$ cat src/rtl/vga_timing_pkg.sv
// Shared raster-timing constants and types for the scope display front end.
// The defaults describe the 1280x1024 mode; the top takes them as parameter defaults.
package vga_timing_pkg;
   localparam int COORD_W = 12;

   localparam int H_ACTIVE_DEF     = 1280;
   localparam int H_FP_DEF         = 48;
   localparam int H_SYNC_DEF       = 112;
   localparam int H_BP_DEF         = 248;
   localparam int H_TOTAL_DEF      = H_ACTIVE_DEF + H_FP_DEF + H_SYNC_DEF + H_BP_DEF;
   localparam int H_SYNC_START_DEF = H_ACTIVE_DEF + H_FP_DEF;
   localparam int H_SYNC_END_DEF   = H_SYNC_START_DEF + H_SYNC_DEF;

   localparam int V_ACTIVE_DEF     = 1024;
   localparam int V_FP_DEF         = 1;
   localparam int V_SYNC_DEF       = 3;
   localparam int V_BP_DEF         = 38;
   localparam int V_TOTAL_DEF      = V_ACTIVE_DEF + V_FP_DEF + V_SYNC_DEF + V_BP_DEF;
   localparam int V_SYNC_START_DEF = V_ACTIVE_DEF + V_FP_DEF;
   localparam int V_SYNC_END_DEF   = V_SYNC_START_DEF + V_SYNC_DEF;

   // Bit order here is the bit order through the delay line.
   typedef struct packed {
      logic hs;
      logic vs;
      logic active;
   } sync_t;

   function automatic logic in_window(input logic [COORD_W-1:0] c, input int lo, input int hi);
      return (int'(c) >= lo) && (int'(c) < hi);
   endfunction
endpackage

$ cat src/rtl/vga_delay_line.sv
// Enable-gated shift register that retimes sync/active to the colour pipeline.
// DEPTH=0 collapses to a wire so q follows d in the same cycle.
module vga_delay_line #(
   parameter int               WIDTH   = 3,
   parameter int               DEPTH   = 2,
   parameter logic [WIDTH-1:0] RST_VAL = '0
) (
   input  logic             CLK,
   input  logic             RESETn,
   input  logic             en,
   input  logic [WIDTH-1:0] d,
   output logic [WIDTH-1:0] q
);
   generate
      if (DEPTH == 0) begin : g_bypass
         logic w_unused;
         assign w_unused = &{1'b0, CLK, RESETn, en};
         assign q = d;
      end else begin : g_shift
         logic [DEPTH-1:0][WIDTH-1:0] r_stage;

         always_ff @(posedge CLK) begin
            if (!RESETn) begin
               r_stage <= {DEPTH{RST_VAL}};
            end else if (en) begin
               r_stage[0] <= d;
               for (int i = 1; i < DEPTH; i++) r_stage[i] <= r_stage[i-1];
            end
         end

         assign q = r_stage[DEPTH-1];
      end
   endgenerate
endmodule

$ cat src/rtl/vga_coord_gen.sv
// Raster timing: pixel-tick divider, h/v counters, aligned decode and
// a tick-rate delay line for HS/VS/active feeding the colour pipeline.
module vga_coord_gen
   import vga_timing_pkg::*;
#(
   parameter int H_ACTIVE = H_ACTIVE_DEF,
   parameter int H_FP     = H_FP_DEF,
   parameter int H_SYNC   = H_SYNC_DEF,
   parameter int H_BP     = H_BP_DEF,
   parameter int V_ACTIVE = V_ACTIVE_DEF,
   parameter int V_FP     = V_FP_DEF,
   parameter int V_SYNC   = V_SYNC_DEF,
   parameter int V_BP     = V_BP_DEF,
   parameter bit HS_POL   = 1'b1,
   parameter bit VS_POL   = 1'b1,
   parameter int PIX_DIV  = 1,
   parameter int PIPE_DLY = 2
) (
   input  logic               CLK,
   input  logic               RESETn,
   output logic               VGA_pixTick,
   output logic [COORD_W-1:0] VGA_horzCoord,
   output logic [COORD_W-1:0] VGA_vertCoord,
   output logic               VGA_active,
   output logic               VGA_frameStart,
   output logic               VGA_lineStart,
   output logic               VGA_HS,
   output logic               VGA_VS,
   output logic               VGA_activeDly
);
   localparam int H_TOTAL  = H_ACTIVE + H_FP + H_SYNC + H_BP;
   localparam int V_TOTAL  = V_ACTIVE + V_FP + V_SYNC + V_BP;
   localparam int HS_START = H_ACTIVE + H_FP;
   localparam int HS_END   = HS_START + H_SYNC;
   localparam int VS_START = V_ACTIVE + V_FP;
   localparam int VS_END   = VS_START + V_SYNC;
   localparam int DIV_W    = (PIX_DIV > 1) ? $clog2(PIX_DIV) : 1;

   localparam logic [DIV_W-1:0]   DIV_LAST = DIV_W'(PIX_DIV - 1);
   localparam logic [COORD_W-1:0] H_LAST   = COORD_W'(H_TOTAL - 1);
   localparam logic [COORD_W-1:0] V_LAST   = COORD_W'(V_TOTAL - 1);
   localparam logic [COORD_W-1:0] H_VIS    = COORD_W'(H_ACTIVE);
   localparam logic [COORD_W-1:0] V_VIS    = COORD_W'(V_ACTIVE);

   logic [DIV_W-1:0]   r_div;
   logic               r_started;
   logic               r_pixTick;
   logic               r_active;
   logic               r_lineStart;
   logic               r_frameStart;
   logic [COORD_W-1:0] r_h;
   logic [COORD_W-1:0] r_v;
   logic [COORD_W-1:0] w_h_nxt;
   logic [COORD_W-1:0] w_v_nxt;
   logic               w_wrap;
   logic               w_h_last;
   sync_t              w_raw;
   sync_t              w_dly;

   assign w_wrap   = (r_div == DIV_LAST);
   assign w_h_last = (r_h == H_LAST);

   // The first tick after reset only arms the counters, so (0,0) is shown for a full tick.
   always_comb begin
      w_h_nxt = r_h;
      w_v_nxt = r_v;
      if (r_started) begin
         w_h_nxt = w_h_last ? '0 : r_h + 1'b1;
         if (w_h_last) w_v_nxt = (r_v == V_LAST) ? '0 : r_v + 1'b1;
      end
   end

   always_ff @(posedge CLK) begin
      if (!RESETn) begin
         r_div        <= '0;
         r_started    <= 1'b0;
         r_pixTick    <= 1'b0;
         r_h          <= '0;
         r_v          <= '0;
         r_active     <= 1'b0;
         r_lineStart  <= 1'b0;
         r_frameStart <= 1'b0;
      end else begin
         r_div        <= w_wrap ? '0 : r_div + 1'b1;
         r_pixTick    <= w_wrap;
         r_lineStart  <= 1'b0;
         r_frameStart <= 1'b0;
         if (w_wrap) begin
            r_started    <= 1'b1;
            r_h          <= w_h_nxt;
            r_v          <= w_v_nxt;
            r_active     <= (w_h_nxt < H_VIS) && (w_v_nxt < V_VIS);
            r_lineStart  <= r_started && (w_h_nxt == '0);
            r_frameStart <= r_started && (w_h_nxt == '0) && (w_v_nxt == '0);
         end
      end
   end

   always_comb begin
      w_raw.hs     = in_window(r_h, HS_START, HS_END) ? HS_POL : ~HS_POL;
      w_raw.vs     = in_window(r_v, VS_START, VS_END) ? VS_POL : ~VS_POL;
      w_raw.active = r_active;
   end

   vga_delay_line #(
      .WIDTH  (3),
      .DEPTH  (PIPE_DLY),
      .RST_VAL({~HS_POL, ~VS_POL, 1'b0})
   ) u_dly (
      .CLK   (CLK),
      .RESETn(RESETn),
      .en    (r_pixTick),
      .d     (w_raw),
      .q     (w_dly)
   );

   assign VGA_pixTick    = r_pixTick;
   assign VGA_horzCoord  = r_h;
   assign VGA_vertCoord  = r_v;
   assign VGA_active     = r_active;
   assign VGA_frameStart = r_frameStart;
   assign VGA_lineStart  = r_lineStart;
   assign VGA_HS         = w_dly.hs;
   assign VGA_VS         = w_dly.vs;
   assign VGA_activeDly  = w_dly.active;
endmodule

$ cat config.mk
export PLATFORM = sky130hd
export DESIGN_NAME = vga_coord_gen
export DESIGN_NICKNAME = d
export VERILOG_FILES = /design/src/rtl/vga_timing_pkg.sv /design/src/rtl/vga_delay_line.sv /design/src/rtl/vga_coord_gen.sv
export SDC_FILE = /design/constraint.sdc
export NUM_CORES = 1
export LEC_CHECK = 0
export ABC_AREA = 1
export BUFFER_PORTS_ARGS = -buffer_cell sky130_fd_sc_hd__buf_4
export CAP_MARGIN = 10
export CELL_PAD_IN_SITES_DETAIL_PLACEMENT = 0
export CELL_PAD_IN_SITES_GLOBAL_PLACEMENT = 1
export CORE_MARGIN = 2
export CORE_UTILIZATION = 39
export DETAILED_ROUTE_END_ITERATION = 10
export PLACE_DENSITY_LB_ADDON = 0.05
export SYNTH_ARGS = -nofsm -noshare
export SYNTH_HDL_FRONTEND = slang
export SYNTH_SLANG_ARGS = --single-unit
$ cat constraint.sdc
create_clock -name CLK -period 1.95 [get_ports CLK]
set_input_delay 0.195 -clock CLK [delete_from_list [all_inputs] [get_ports CLK]]
set_output_delay 0.195 -clock CLK [all_outputs]
set_load 0.005 [all_outputs]
After elaboration in Yosys (flattened, before gate mapping)
Index checks and enable logic that the tools add are counted.

cells by class
  $add $sub $neg = 3
  $lt $le $gt $ge = 6
  eq/ne operators = 2
  muxes and demuxes = 7
  bitwise gates (word level) = 2
  reduce and logical (&&, ||, !) cells = 9

operators by type and width
  cell                                                                 number
  2-to-1 mux 12 bit                                                    5
  < comparator 12 x 11 -> 1 bit, second input constant                 4
  adder 12 x 1 -> 12 bit, second input constant                        2
  equality test 12 x 11 -> 1 bit, second input constant                2
  greater-or-equal comparator 12 x 11 -> 1 bit, second input constant  2
  zero test 12 bit                                                     2
  logical AND 1 bit                                                    5
  2-to-1 mux 1 bit                                                     2
  NOT 1 bit                                                            2
  AND reduction 2 bit                                                  1
  OR reduction 2 bit                                                   1
  adder 1 bit, second input constant                                   1

word-level totals
  flip-flop bits (word level) = 36
  output and inout port bits = 31

Logic depth before layout (Yosys ltp)
Gate-level depths: netlist of run 1.

  depth after elaboration = 6
  mapped depth = 14

Cells and area by module
A second synthesis of run 1 with hierarchy kept.

second synthesis, totals
  cell total of the unflattened synthesis = 346
  area, all modules = 2204.6 um2

by module, submodules not included
  module          instances  cells each  area each (um2)
  vga_coord_gen   1          306         1925.6
  vga_delay_line  1          40          279.0

Worst setup path before layout of run 1
No wires, ideal clock.

  path kind = register to register
  start point = register r_h[0], in the netlist VGA_horzCoord[0]
  end point = register r_frameStart, in the netlist VGA_frameStart
  setup time = 112 ps
  arrival time = 1641 ps
  path slack = 197 ps
  stages on the path, launching flop included = 14
  path buffers = 1
  cells stage by stage = dfxtp_1 > ha_1 > nand2_1 > nor2_1 > nand3_2 > nor2_2 > buf_6 > nand3_1 > o21ai_0 > nand2_1 > inv_1 > nor2_1 > nand2_1 > nor2_2

between the ends
  longest elaborated chain between the ends = 6

RTL lines
  item                                                                             line                                      RTL
  from (decl)                                                                      vga_coord_gen.sv:51                       logic [COORD_W-1:0] r_h;
  from (signal assigned)                                                           vga_coord_gen.sv:90                       r_h <= w_h_nxt;
  adder 12 x 1 -> 12 bit / equality test 12 x 11 -> 1 bit (equally long branches)  vga_coord_gen.sv:68, vga_coord_gen.sv:61
  2-to-1 mux 12 bit                                                                vga_coord_gen.sv:68                       w_h_nxt = w_h_last ? '0 : r_h + 1'b1;
  2-to-1 mux 12 bit                                                                vga_coord_gen.sv:67                       if (r_started) begin
  zero test 12 bit                                                                 vga_coord_gen.sv:94                       r_frameStart <= r_started && (w_h_nxt == '0) && (w_v_nxt == '0);
  logical AND 1 bit                                                                vga_coord_gen.sv:94
  logical AND 1 bit *                                                              vga_coord_gen.sv:94
  to (signal assigned)                                                             vga_coord_gen.sv:94
  to (decl)                                                                        vga_coord_gen.sv:50                       logic r_frameStart;

Every way passes the cells marked *; elsewhere a longest branch is shown, timed or not.
A chain may end at the register's enable or synchronous reset.

Final worst setup path of run 1
  start point = register r_h[7], in the netlist VGA_horzCoord[7]
  end point = register r_frameStart, in the netlist VGA_frameStart

Same word-level chain as after synthesis.

==> flow_summary.toml, run 1 <==
[yosys]
synthDistinctLibCells = 26
ys_dominant_reg_cell = "dfxtp_1"
synth.yosys.seq_area_share_pct = 33.9
yosysWarningCount = 0
synth_edf_count = 0
synth.most_common_cell = "nand2_1"
syn_inst = 337
synthTopCellsByCount = "nand2_1 (83), nor2_1 (50), inv_1 (38), dfxtp_1 (36), nand3_1 (36)"
netlist.top_cell.by_area = "dfxtp_1"
synth_top_area_share_pct = 33.9
syn_nets = 344
ys_seq_elements = 36
ys_top_cells_by_area = "dfxtp_1 (34%), nand2_1 (15%), nor2_1 (8.8%)"
postSynthAreaPerCell_um2 = 6.32
syn-cell-area_um2 = 2130
async_reset_ff_share_pct = 0

[finish]
antennaDiodeCount = 0
final_cells = 464
fill_cells = 519
drive_gt1_share_pct = 28.9
syn2layout_area_growth_pct = 35.4
final_net_count = 400

[floorplan]
dieArea_um2 = 6060
die-height_um = 77.9
num_rows = 26
core_area_um2 = 5170
initial_core_util_pct = 41.1
io_pins = 33
fp.dieW_um = 77.9

[cts]
cts_sinks = 36
cts_max_path_buffers = 2
cts-root-buf = "clkbuf_8"
worstSkewPairLatency_ns = 0.29
path_clk_slew_ns = 0.08
h-tree-depth = 2
holdBufCountCts = 0
cts_inserted_buffers = 5
cts_tree = "yes"

[sta]
fin_crit_sh_pct = 94.1
setup_viol = 0
clock_skew_ns = 0.00741
setup_tns_ns = 0
finalWorstSetupSlack_ns = 0.115
min_period_ns = 1.83
hold_viol = 0
timing.fmax_mhz = 545
worst-slew-pin-transition_ns = 0.749
slew_headroom_pct = 50.0
drv_slew = 0

[hold_path]
hold_class = "in2reg"

[grt]
grt_use_total_pct = 22.3
grt-ovfl-total = 0
first_global_vias = 2268
grt_pass1_wl_um = 10700
grt_max_degree = 21
antenna_found_initial = 0

[worst_setup_path]
cp_max_fo = 5
critPathLaunch = "VGA_horzCoord[7]$_SDFFE_PN0N_"
cp_slowest_cell = "dfxtp_1"
startpoint_type = "flop"
reg2regPathDepth = 12
path_cells = "nand2_1 -> buf_4 -> nor2_2 -> nand4_1 -> nor2_1 -> nor2_4 -> nand2_1 -> nor2_2 -> nand2_1 -> nor2_1 -> nand2_1 -> nor2_2"
endpoint = "VGA_frameStart$_SDFF_PP0_"
r2r_slack_ns = 0.12
crit_type = "reg2reg"
end_kind = "flop"
r2r_end = "VGA_frameStart$_SDFF_PP0_"
worstPathArrival_ns = 2.03
critical-path-max-stage-delay_ns = 0.40
r2r-start = "VGA_horzCoord[7]$_SDFFE_PN0N_"
critPathRequiredTime_ns = 2.14
cp_common_cell = "nand2_1"

[placed_design]
dp.cells = 454
portBuffers = 32
pre_cts_ws_ns = 0.0718
place.gp.congestion = 0.866
dp_hpwl_um = 4940

[power_and_ir_drop]
vdd_drop_max_uv = 541
power.density_nw_per_um2 = 530
cellLeakagePower_nw = 1.21

[route]
viasPerCell = 5.15
ant_nets = 0
drcViolationCount = 0
drt_iter0_markers = 190
wl_um = 6680
wl_per_cell_um = 14.4
dr_total_vias = 2388
firstDrtPassIters = 5

[run_status]
status = "complete, no violations"

[run]
max-cap-violations = 0
flip-flops by register name, summed over array words and instances (netlist names):
register	cells
r_div	1
u_dly.q	3
u_dly.g_shift.r_stage	3
VGA_pixTick	1
r_started	1
VGA_frameStart	1
VGA_active	1
VGA_lineStart	1
VGA_vertCoord	12
VGA_horzCoord	12
layout by cell type (no fill, tap or decap), drive strengths merged:
cell type  count
a21oi          6
a22oi          1
buf           57
bufinv         1
clkbuf         5
clkinv         2
clkinvlp       1
conb           1
dfxtp         36
ha             5
inv           40
nand2         86
nand3         38
nand3b         2
nand4          7
nor2          56
nor3           5
o21ai         24
o22ai         19
xor2           2
metrics by stage:
step | area, µm² | total power, mW | hold WS, ns | utilization (%)
3_3_place_gp | 2600 | 0.880 | 0.467 | 50.3
5_1_grt | 2880 | 1.59 | 0.223 | 55.7
3_5_place_dp | 2600 | 0.879 | 0.466 | 50.3
2_1_floorplan | 2130 | 0.831 | 0.449 | -
6_report | 2880 | 1.53 | 0.202 | 55.7
4_1_cts | 2710 | 1.54 | 0.198 | 52.4
worst min-delay path by stage:
stage | from | to | slack, ns | depth (start not counted)
2_1_floorplan | u_dly.g_shift.r_stage[0]$_SDFFE_PN0P_ | u_dly.q[0]$_SDFFE_PN0P_ | 0.45 | 2
3_3_place_gp | u_dly.g_shift.r_stage[1]$_SDFFE_PN0P_ | u_dly.q[1]$_SDFFE_PN0P_ | 0.47 | 2
3_5_place_dp | u_dly.g_shift.r_stage[2]$_SDFFE_PN0P_ | u_dly.q[2]$_SDFFE_PN0P_ | 0.47 | 2
4_1_cts | RESETn | u_dly.q[2]$_SDFFE_PN0P_ | 0.20 | 3
5_1_grt | RESETn | u_dly.q[0]$_SDFFE_PN0P_ | 0.22 | 3
6_report | RESETn | u_dly.q[2]$_SDFFE_PN0P_ | 0.20 | 3
final cells by class:
cell class / count / area [µm²] / area share, %
multi-input combinational: 252 / 1350 / 46.9
tap: 70 / 87.6 / 3.04
sequential: 36 / 729 / 25.3
clock inverter: 3 / 42.5 / 1.48
timing repair buffer: 57 / 444 / 15.4
clock buffer: 5 / 68.8 / 2.39
inverter: 41 / 156 / 5.43
critical path, delay by kind of cell (launching register included):
kind                   cells  cell delay, ns
buffers and inverters      1            0.18
flip-flops                 1            0.40
AND/OR/NAND/NOR           11            1.18
cells by family (layout without fill, tap and decap cells):
kind of cell               count (synthesis)  in the layout  synth area share (%)
buffers and inverters                     49            106                  9.11
other                                      1              1                 0.176
AOI/OAI and AO/OA                         50             50                  13.2
DFF                                       36             36                  33.9
and+or+nand+nor                          194            194                  39.9
adders and majority gates                  5              5                  2.94
xor gates and xnor gates                   2              2                 0.823
report_power, final:
group | internal [mW] | switching (mW)
Clock | 0.378 | 0.283
Combinational | 0.0402 | 0.0621
Sequential | 0.751 | 0.0135
Total | 1.17 | 0.358
what timing repair did:
action | in CTS | in global routing
gates resized for setup | 0 | 47
endpoints found under the hold margin | 0 | 0
setup buffers | 0 | 2
setup endpoints to repair | 0 | 4
metal layers:
layer  share of wire, %  GRT usage (%)  vias up
met5                  0              0        -
met4                1.8           6.43        0
met3                5.4           3.72       13
met2                 45           34.7       85
met1                 48           31.5     1075
li1                   -              -     1215
No activity file was read; power rests on OpenSTA's default activity.
==> inputs of run 2 (changes only) <==
--- a/config.mk
+++ b/config.mk
@@ -13,7 +13,8 @@
 export CORE_MARGIN = 2
 export CORE_UTILIZATION = 39
 export DETAILED_ROUTE_END_ITERATION = 10
-export PLACE_DENSITY_LB_ADDON = 0.05
+export GPL_TIMING_DRIVEN = 0
+export PLACE_DENSITY_LB_ADDON = 0.08
 export SYNTH_ARGS = -nofsm -noshare
 export SYNTH_HDL_FRONTEND = slang
 export SYNTH_SLANG_ARGS = --single-unit
==> run 2 against run 1 <==
Compared with the run above: total power rose by 1.9%; sequential share of layout area increased by 1.3 points; register-to-register slack worse by 0.02 ns; fmax shrank 0.94%; flip-flop and latch count did not move; die area is the same; combinational power down 5%; first-iteration DRC count down 26%; clock power up 5.7%; critical path type unchanged; critical endpoint unchanged; largest power group unchanged.
==> flow_summary.toml, run 2 (synthesized netlist as in run 1, its figures left out) <==
[worst_setup_path]
critPathRequiredTime_ns = 2.19
r2r_slack_ns = 0.1
end_kind = "flop"
worstPathArrival_ns = 2.09
cp_max_fo = 5
reg2regPathDepth = 14
startpoint_type = "flop"
crit_type = "reg2reg"

[placed_design]
dp_hpwl_um = 4680
place.gp.congestion = 0.894
portBuffers = 31

[grt]
first_global_vias = 2074
grt_max_degree = 14
grt_pass1_wl_um = 10300
grt_use_total_pct = 21.8
antenna_found_initial = 0
grt-ovfl-total = 0

[route]
firstDrtPassIters = 5
dr_total_vias = 2342
wl_per_cell_um = 14.3
viasPerCell = 5.17
wl_um = 6490
drt_iter0_markers = 141
ant_nets = 0
drcViolationCount = 0

[floorplan]
fp.dieW_um = 77.9
core_area_um2 = 5170
die-height_um = 77.9
num_rows = 26
initial_core_util_pct = 41.1
io_pins = 33
dieArea_um2 = 6060

[sta]
slew_headroom_pct = 53.4
min_period_ns = 1.85
setup_viol = 0
hold_viol = 0
fin_hold_ws_ns = 0.210
fin_crit_sh_pct = 95.0
timing.fmax_mhz = 540
drv_slew = 0
worst-slew-pin-transition_ns = 0.696
clock_skew_ns = 0.00955

[power_and_ir_drop]
power.density_nw_per_um2 = 561
vdd_drop_max_uv = 299
cellLeakagePower_nw = 1.14

[finish]
final_common_cell = "nand2_1"
syn2layout_area_growth_pct = 30.4
antennaDiodeCount = 0
fill_cells = 512
final_util_pct = 53.7
drive_gt1_share_pct = 26.1
final_cell_mix = "nand2_1 (79), nor2_1 (38), buf_4 (38), inv_1 (34), nand3_1 (34)"
final_net_count = 389

[cts]
cts_inserted_buffers = 5
h-tree-depth = 2
path_clk_slew_ns = 0.08
cts_max_path_buffers = 2
cts_tree = "yes"
cts-root-buf = "clkbuf_8"
cts_sinks = 36
holdBufCountCts = 0
worstSkewPairLatency_ns = 0.30

[run]
max-cap-violations = 0

[hold_path]
worstHoldPathCells = 3
hold_class = "in2reg"

[run_status]
status = "complete, no violations"
==> run 2: cell count changes in the layout (fill, tap and decap cells not counted), sizes merged <==
cell / previous run / this run
buf: 57 / 41
clkbuf: 5 / 10
clkinv: 2 / 1
inv: 40 / 41
==> run 2: metal layers <==
metal | wire (µm) | vias to the layer above | GRT usage [%] | part of all wire, %
met2 | 3050 | 63 | 33.1 | 47
met1 | 3020 | 1071 | 30.1 | 46
met5 | 0 | - | 0 | 0
met4 | 84 | 0 | 8.75 | 1.3
met3 | 340 | 13 | 4.19 | 5.2
li1 | - | 1195 | - | -
==> run 2: metrics by stage <==
step	setup TNS, ns	setup slack (ns)	instance area [µm²]	cells	power [mW]
detailed placement	-0.171	-0.151	2450	438	0.871
floorplan	0	0.197	2130	337	0.831
global placement	-0.192	-0.158	2450	438	0.870
CTS	0	0.00737	2590	446	1.57
global route	-0.0343	-0.0343	2780	453	1.61
finish	0	0.0979	2780	453	1.56
==> run 2: where the power goes <==
group | switching [mW] | internal, mW
registers | 0.0132 | 0.748
logic | 0.0638 | 0.0328
clock network | 0.313 | 0.385
==> run 2: final timing paths <==
path                                               from                        end
setup reg to reg          VGA_horzCoord[0]$_SDFFE_PN0N_  VGA_frameStart$_SDFF_PP0_
setup / recovery          VGA_horzCoord[0]$_SDFFE_PN0N_  VGA_frameStart$_SDFF_PP0_
hold reg to reg   u_dly.g_shift.r_stage[2]$_SDFFE_PN0P_    u_dly.q[2]$_SDFFE_PN0P_
hold / removal                                   RESETn    u_dly.q[1]$_SDFFE_PN0P_
==> run 2: timing repair <==
item / CTS / global route
cloned: 0 / 1
resized for setup: 12 / 42
setup endpoints to repair: 3 / 4
buffers inserted: 0 / 6
pin swaps: 1 / 11
==> run 2: cell type report <==
type	instances	area, µm²	share of cell area, %
Timing Repair Buffer	38	285	10.3
Inverter	41	155	5.59
Buffer	8	41.3	1.49
Clock buffer	5	68.8	2.48
Sequential cell	36	739	26.6
Multi-Input combinational cell	252	1350	48.7
Clock inverter	3	46.3	1.67
Tap cell	70	87.6	3.16
==> run 2: critical path: stages (launching register included) <==
cell and delay, ns:
dfxtp_4 0.39, ha_4 0.16, nand2_4 0.08, nor2_4 0.14
nand3_4 0.08, nor2_4 0.16, buf_6 0.14, nor2_2 0.05
nor2_4 0.08, nand2_1 0.06, nor2_2 0.13, nand2_1 0.08
nor2_1 0.10, nand2_1 0.07, nor2_2 0.08
